===== src/rtl/score_log_pkg.sv =====
// Shared types for the score log sequencer: FSM state encoding and default widths.
package score_log_pkg;
  localparam int DEF_AW = 5;
  localparam int DEF_SW = 10;

  typedef enum logic [2:0] {IDLE, WRITE, SCAN, DRAIN, PUBLISH} state_t;
  typedef logic [DEF_SW-1:0] score_t;
  typedef logic [DEF_AW-1:0] ptr_t;
endpackage


===== src/rtl/score_log_ctrl_top3_insert.sv =====
// Combinational insertion of one value into a descending top-3 triple (index 0 = highest).
module top3_insert #(
  parameter int SW = 10
) (
  input  logic [SW-1:0]       v,
  input  logic [2:0][SW-1:0]  s_in,
  output logic [2:0][SW-1:0]  s_out
);
  logic [2:0] gt;

  genvar gi;
  generate
    for (gi = 0; gi < 3; gi++) begin : g_cmp
      assign gt[gi] = (v > s_in[gi]);
    end
  endgenerate

  // Strict compare: an equal value lands below the existing one.
  always_comb begin
    s_out = s_in;
    if (gt[0])      s_out = {s_in[1], s_in[0], v};
    else if (gt[1]) s_out = {s_in[1], v, s_in[0]};
    else if (gt[2]) s_out = {v, s_in[1], s_in[0]};
  end
endmodule


===== src/rtl/score_log_ctrl.sv =====
// Score log sequencer: circular score writes, serial rescan, registered top-3 publish.
// Defining SCORE_LOG_CLEAR_EN adds a 'clear' input that wipes history while idle.
module score_log_ctrl
  import score_log_pkg::*;
#(
  parameter int AW = DEF_AW,
  parameter int SW = DEF_SW
) (
  input  logic          clock,
  input  logic          reset_n,
`ifdef SCORE_LOG_CLEAR_EN
  input  logic          clear,
`endif
  input  logic          game_over,
  input  logic [SW-1:0] score,
  output logic [AW-1:0] mem_addr,
  output logic [SW-1:0] mem_wdata,
  output logic          mem_wren,
  input  logic [SW-1:0] mem_rdata,
  output logic [SW-1:0] top0,
  output logic [SW-1:0] top1,
  output logic [SW-1:0] top2,
  output logic          top_valid,
  output logic          busy,
  output logic [AW:0]   entries,
  output logic          dropped
);
  localparam logic [AW:0] FULL = {1'b1, {AW{1'b0}}};

  state_t             state_reg, state_next;
  logic [AW-1:0]      wr_ptr_reg, rd_idx_reg;
  logic [AW:0]        entries_reg;
  logic [SW-1:0]      lat_score_reg, pend_score_reg;
  logic               pending_reg, dropped_reg, top_valid_reg;
  logic [2:0][SW-1:0] scratch_reg, top_reg, scratch_ins;
  logic               clear_req, scan_last;

`ifdef SCORE_LOG_CLEAR_EN
  assign clear_req = clear;
`else
  assign clear_req = 1'b0;
`endif

  assign scan_last = ({1'b0, rd_idx_reg} == entries_reg - (AW+1)'(1));

  top3_insert #(.SW(SW)) u_insert (
    .v     (mem_rdata),
    .s_in  (scratch_reg),
    .s_out (scratch_ins)
  );

  always_ff @(posedge clock or negedge reset_n) begin
    if (!reset_n) state_reg <= IDLE;
    else          state_reg <= state_next;
  end

  always_comb begin
    state_next = state_reg;
    mem_wren   = 1'b0;
    mem_addr   = '0;
    mem_wdata  = '0;
    case (state_reg)
      IDLE:    if (!clear_req && (game_over || pending_reg)) state_next = WRITE;
      WRITE: begin
        mem_wren   = 1'b1;
        mem_addr   = wr_ptr_reg;
        mem_wdata  = lat_score_reg;
        state_next = SCAN;
      end
      SCAN: begin
        mem_addr = rd_idx_reg;
        if (scan_last) state_next = DRAIN;
      end
      DRAIN:   state_next = PUBLISH;
      PUBLISH: state_next = IDLE;
      default: state_next = IDLE;
    endcase
  end

  always_ff @(posedge clock or negedge reset_n) begin
    if (!reset_n) begin
      wr_ptr_reg     <= '0;
      rd_idx_reg     <= '0;
      entries_reg    <= '0;
      lat_score_reg  <= '0;
      pend_score_reg <= '0;
      pending_reg    <= 1'b0;
      dropped_reg    <= 1'b0;
      top_valid_reg  <= 1'b0;
      scratch_reg    <= '0;
      top_reg        <= '0;
    end else begin
      case (state_reg)
        IDLE: begin
          if (clear_req) begin
            wr_ptr_reg    <= '0;
            entries_reg   <= '0;
            top_reg       <= '0;
            top_valid_reg <= 1'b0;
            dropped_reg   <= 1'b0;
            pending_reg   <= 1'b0;
          end else if (pending_reg) begin
            // A fresh pulse arriving alongside the queued one takes its place in the queue.
            lat_score_reg <= pend_score_reg;
            pending_reg   <= game_over;
            if (game_over) pend_score_reg <= score;
          end else if (game_over) begin
            lat_score_reg <= score;
          end
        end
        WRITE: begin
          wr_ptr_reg <= wr_ptr_reg + AW'(1);
          if (entries_reg != FULL) entries_reg <= entries_reg + (AW+1)'(1);
          scratch_reg <= '0;
          rd_idx_reg  <= '0;
        end
        SCAN: begin
          // Read data lags the address by one cycle, so the first scan cycle has nothing to insert.
          if (rd_idx_reg != '0) scratch_reg <= scratch_ins;
          if (!scan_last) rd_idx_reg <= rd_idx_reg + AW'(1);
        end
        DRAIN:   scratch_reg <= scratch_ins;
        PUBLISH: begin
          top_reg       <= scratch_reg;
          top_valid_reg <= 1'b1;
        end
        default: ;
      endcase
      if (state_reg != IDLE && game_over) begin
        if (!pending_reg) begin
          pending_reg    <= 1'b1;
          pend_score_reg <= score;
        end else begin
          dropped_reg <= 1'b1;
        end
      end
    end
  end

  assign top0      = top_reg[0];
  assign top1      = top_reg[1];
  assign top2      = top_reg[2];
  assign top_valid = top_valid_reg;
  assign busy      = (state_reg != IDLE);
  assign entries   = entries_reg;
  assign dropped   = dropped_reg;
endmodule


===== config.mk =====
export PLATFORM = sky130hd
export DESIGN_NAME = score_log_ctrl
export DESIGN_NICKNAME = d
export VERILOG_FILES = /design/src/rtl/score_log_pkg.sv /design/src/rtl/score_log_ctrl_top3_insert.sv /design/src/rtl/score_log_ctrl.sv
export SDC_FILE = /design/constraint.sdc
export NUM_CORES = 1
export LEC_CHECK = 0
export CAP_MARGIN = 10
export CORE_UTILIZATION = 55
export CTS_CLUSTER_DIAMETER = 150
export CTS_CLUSTER_SIZE = 28
export DETAILED_ROUTE_END_ITERATION = 7
export PLACE_DENSITY = 0.8
export SLEW_MARGIN = 20
export SYNTH_ARGS = -nofsm -noshare
export SYNTH_HDL_FRONTEND = slang
export SYNTH_HIERARCHICAL = 1
export SYNTH_SLANG_ARGS = --single-unit
export TNS_END_PERCENT = 20

===== constraint.sdc =====
create_clock -name clock -period 3 [get_ports clock]
set_clock_uncertainty 0.2 [all_clocks]
set_input_delay 0.6 -clock clock [delete_from_list [all_inputs] [get_ports clock]]
set_output_delay 0.6 -clock clock [all_outputs]
set_load 0.02 [all_outputs]

==> impl_metrics.env <==
export IMPL_wirelength_um=15000
export IMPL_detailedPlace_worstSlack_ns=-0.359
export IMPL_numCtsBuffers=9
export IMPL_grt_busiest_layer="met2"
export IMPL_clock_sinks=102
export IMPL_setup_violations=0
export IMPL_drive_gt1_share_pct=16.2
export IMPL_worstSetupPathType="input pin to flop"
export IMPL_grt_start_max_net_pins=61
export IMPL_htreeDepth=3
export IMPL_crit_arrival_ns=3.02
export IMPL_fin_crit_sh_pct=97.3
export IMPL_hold_viol_final=0
export IMPL_yosysUniqueCellTypes=51
export IMPL_hold_path_startpoint="top_valid$_DFFE_PN0N_"
export IMPL_met1_usage_pct=36.1
export IMPL_critPathMaxFanout=5
export IMPL_synth_largest_area_cell="dfrtp_1"
export IMPL_dr_pass1_iters=4
export IMPL_max_freq_ghz=0.342
export IMPL_ys_seq_area_share_pct=43.0
export IMPL_vias=5093
export IMPL_ir_drop_v=0.000633
export IMPL_first_global_vias=5071
export IMPL_crit_chain="clkdlybuf4s50_1 -> buf_4 -> buf_4 -> ha_1 -> nand4_1 -> or2_2 -> o21ai_1 -> buf_2 -> o22ai_1 -> o31ai_1 -> nand2_1 -> o21ai_0"
export IMPL_die_h_um=106
export IMPL_worst_pin_slew_ns=0.716
export IMPL_power_w=0.00738
export IMPL_ys_warn_count=6
export IMPL_dieArea_sq_mm=0.0112
export IMPL_synth_top_area_share_pct=43.0
export IMPL_placed_area_sq_mm=0.00707
export IMPL_p_sw_w=0.00325
export IMPL_core_sq_mm=0.0104
export IMPL_fin_crit_ns=2.92
export IMPL_clk_pin_slew_ns=0.11
export IMPL_worst_setup_path_end_kind="flop"
export IMPL_synthCells=641
export IMPL_clk_latency_ns=0.38
export IMPL_hold_class="flop to flop"
export IMPL_ys_ff_latch=102
export IMPL_cellPowerDensity_mw_per_mm2=1000
export IMPL_p_comb_share_pct=54.0
export IMPL_slew_headroom_pct=52.3
export IMPL_setup_ws_ns=0.0802
export IMPL_insertedDiodeCount=0
export IMPL_cpPeakStageDelay_ns=0.43
export IMPL_crit_top_cell="buf_4"
export IMPL_crit_reg2reg_launch="entries[0]$_DFFE_PN0P_"
export IMPL_sw_frac_of_total_pct=44.1
export IMPL_synthArstFlopShare_pct=100
export IMPL_root_buffer="clkbuf_8"
export IMPL_overflow=0
export IMPL_initial_core_util_pct=57.0
export IMPL_slowest_stage="clkdlybuf4s50_1"
export IMPL_ant_nets=0
export IMPL_syn_avg_cell_area_sq_um=9.27
export IMPL_grt_pass1_wl_um=24700
export IMPL_syn_num_nets=700
export IMPL_seqPwrFrac_pct=33.3
export IMPL_rows=37
export IMPL_io_pins=78
export IMPL_antenna_found_initial=0
export IMPL_largest_reg_flops=30
export IMPL_io_buffers=77
export IMPL_report_final_slew_viol_count=0
export IMPL_cts_tree="built"
export IMPL_power_frac_clock_pct=12.7
export IMPL_drc=0
export IMPL_outcome="complete, no violations"
export IMPL_synth_area_leaders="dfrtp_1 43%, mux2_2 7.8%, ha_1 7.6%"
export IMPL_finalCoreUtilization_pct=70.6
export IMPL_gp_congestion=0.871
export IMPL_clock_path_buffers=2
export IMPL_startpoint="mem_rdata[3]"
export IMPL_worstSetupStartpointType="input pin"
export IMPL_synth_area_sq_mm=0.00594
export IMPL_whs_ns=0.276
export IMPL_leakage_nw=3.38
export IMPL_nets=796
export IMPL_grtUsageMet3_pct=5.76
export IMPL_ys_flop_type="dfrtp_1"
export IMPL_dpl_hpwl_um=10800
export IMPL_grt_use_total_pct=27.9
export IMPL_final_area_sq_mm=0.00735
export IMPL_required_ns=3.10
export IMPL_synth_edf_count=0
export IMPL_globalRouteMet2Util_pct=47.5
export IMPL_p_int_w=0.00413
export IMPL_drv_cap=0
export IMPL_syn2layout_area_growth_pct=23.8
export IMPL_vias_per_cell=5.80
export IMPL_die_x_um=106
export IMPL_rsz0062_at_grt="yes"
export IMPL_drtIter0Drc=299
export IMPL_wire_per_inst_um=17.1
[cell type report]
cell class	count	area, sq um
inverter	40	155
timing repair buffer	122	1140
sequential	102	2550
tap	136	170
fill	799	3060
multi-input combinational	462	3120
clock buffer	9	124
clock inverter	7	87.6
[cells in the final DEF, fill, tap and decap left out, types with 8 or more instances in the layout]
master / Yosys / routed
nor2_1: 56 / 55
a21o_1: 8 / 8
nand4_1: 8 / 8
mux2_2: 41 / 41
nand2_1: 87 / 87
ha_1: 36 / 36
clkdlybuf4s50_1: 0 / 71
buf_4: 0 / 42
clkbuf_8: 0 / 9
a21oi_1: 32 / 30
o22ai_1: 10 / 10
dfrtp_1: 102 / 102
a22oi_1: 14 / 14
o21ai_0: 63 / 58
mux2i_1: 20 / 20
xnor2_1: 11 / 11
and2_1: 11 / 11
inv_1: 39 / 39
o31ai_1: 11 / 11
[synthesized netlist by cell type (all sizes together) (2+ instances only)]
library cell and instances:
dfrtp 102, nand2 87, o21ai 63, nor2 56, mux2 41, inv 39, ha 36, a21oi 32
clkbuf 28, mux2i 20, a22oi 14, and2 11, o31ai 11, xnor2 11, o22ai 10, buf 9
nand4 9, a21o 8, or3 6, nand3 5, nor2b 4, xor2 4, and4 3, nand2b 3
or2 3, nor3 2, nor4 2, o211ai 2, o21a 2, o21bai 2, or4 2
[logic make-up after synthesis]
logic type	share of synthesized area, %
adders and majority gates	7.75
DFF	43.0
and+or+nand+nor	15.1
xor gates and xnor gates	2.21
AOI/OAI and AO/OA	15.5
muxes	11.1
buffers and inverters	5.29
[metal layers]
layer / share of wire, % / wire (um)
met1: 43 / 6500
met5: 0 / 0
met3: 6.4 / 962
met2: 49 / 7290
met4: 1.6 / 241
[repair_timing]
item	in CTS	in global routing
buffers inserted	0	1
gates cloned	0	1
gates resized for setup	2	17
endpoints found under the hold margin	33	0
setup endpoints to repair	10	30
pin swaps	0	3
hold buffers	1	0
[path summary, 6_finish.rpt]
kind / endpoint / slack, ns / cells past startpoint
max: scratch_reg[27]$_DFFE_PN0P_ / 0.08 / 12
min: top_valid$_DFFE_PN0N_ / 0.28 / 1
max reg2reg: rd_idx_reg[4]$_DFFE_PN0P_ / 0.21 / 9
min reg2reg: top_valid$_DFFE_PN0N_ / 0.28 / 1
max in group asynchronous: entries[3]$_DFFE_PN0P_ / 1.35 / 3
min in group asynchronous: top0[9]$_DFFE_PN0N_ / 0.50 / 2
[power by group through the flow]
stage | Clock (W) | Combinational (W) | Sequential (W)
2_1_floorplan | 0 | 0.00247 | 0.00249
3_3_place_gp | 0 | 0.00375 | 0.00245
3_5_place_dp | 0 | 0.00389 | 0.00248
4_1_cts | 0.000956 | 0.00392 | 0.00245
5_1_grt | 0.00101 | 0.00437 | 0.00254
6_report | 0.000934 | 0.00399 | 0.00246
[critical path: cells and delay by family]
family                   cells  cell delay [ns]
AND/OR/NAND/NOR              3             0.59
adder cells (fa/ha/maj)      1             0.30
buffers and inverters        4             0.94
AO/OA/AOI/OAI                4             0.59
[metrics by stage]
step / TNS (ns) / std cells
after floorplan: 0 / 641
after global placement: -4.79 / 859
after detailed placement: -6.61 / 859
after CTS: 0 / 876
after global routing: -0.188 / 878
final: 0 / 878
(Power assumes the default switching activity.)
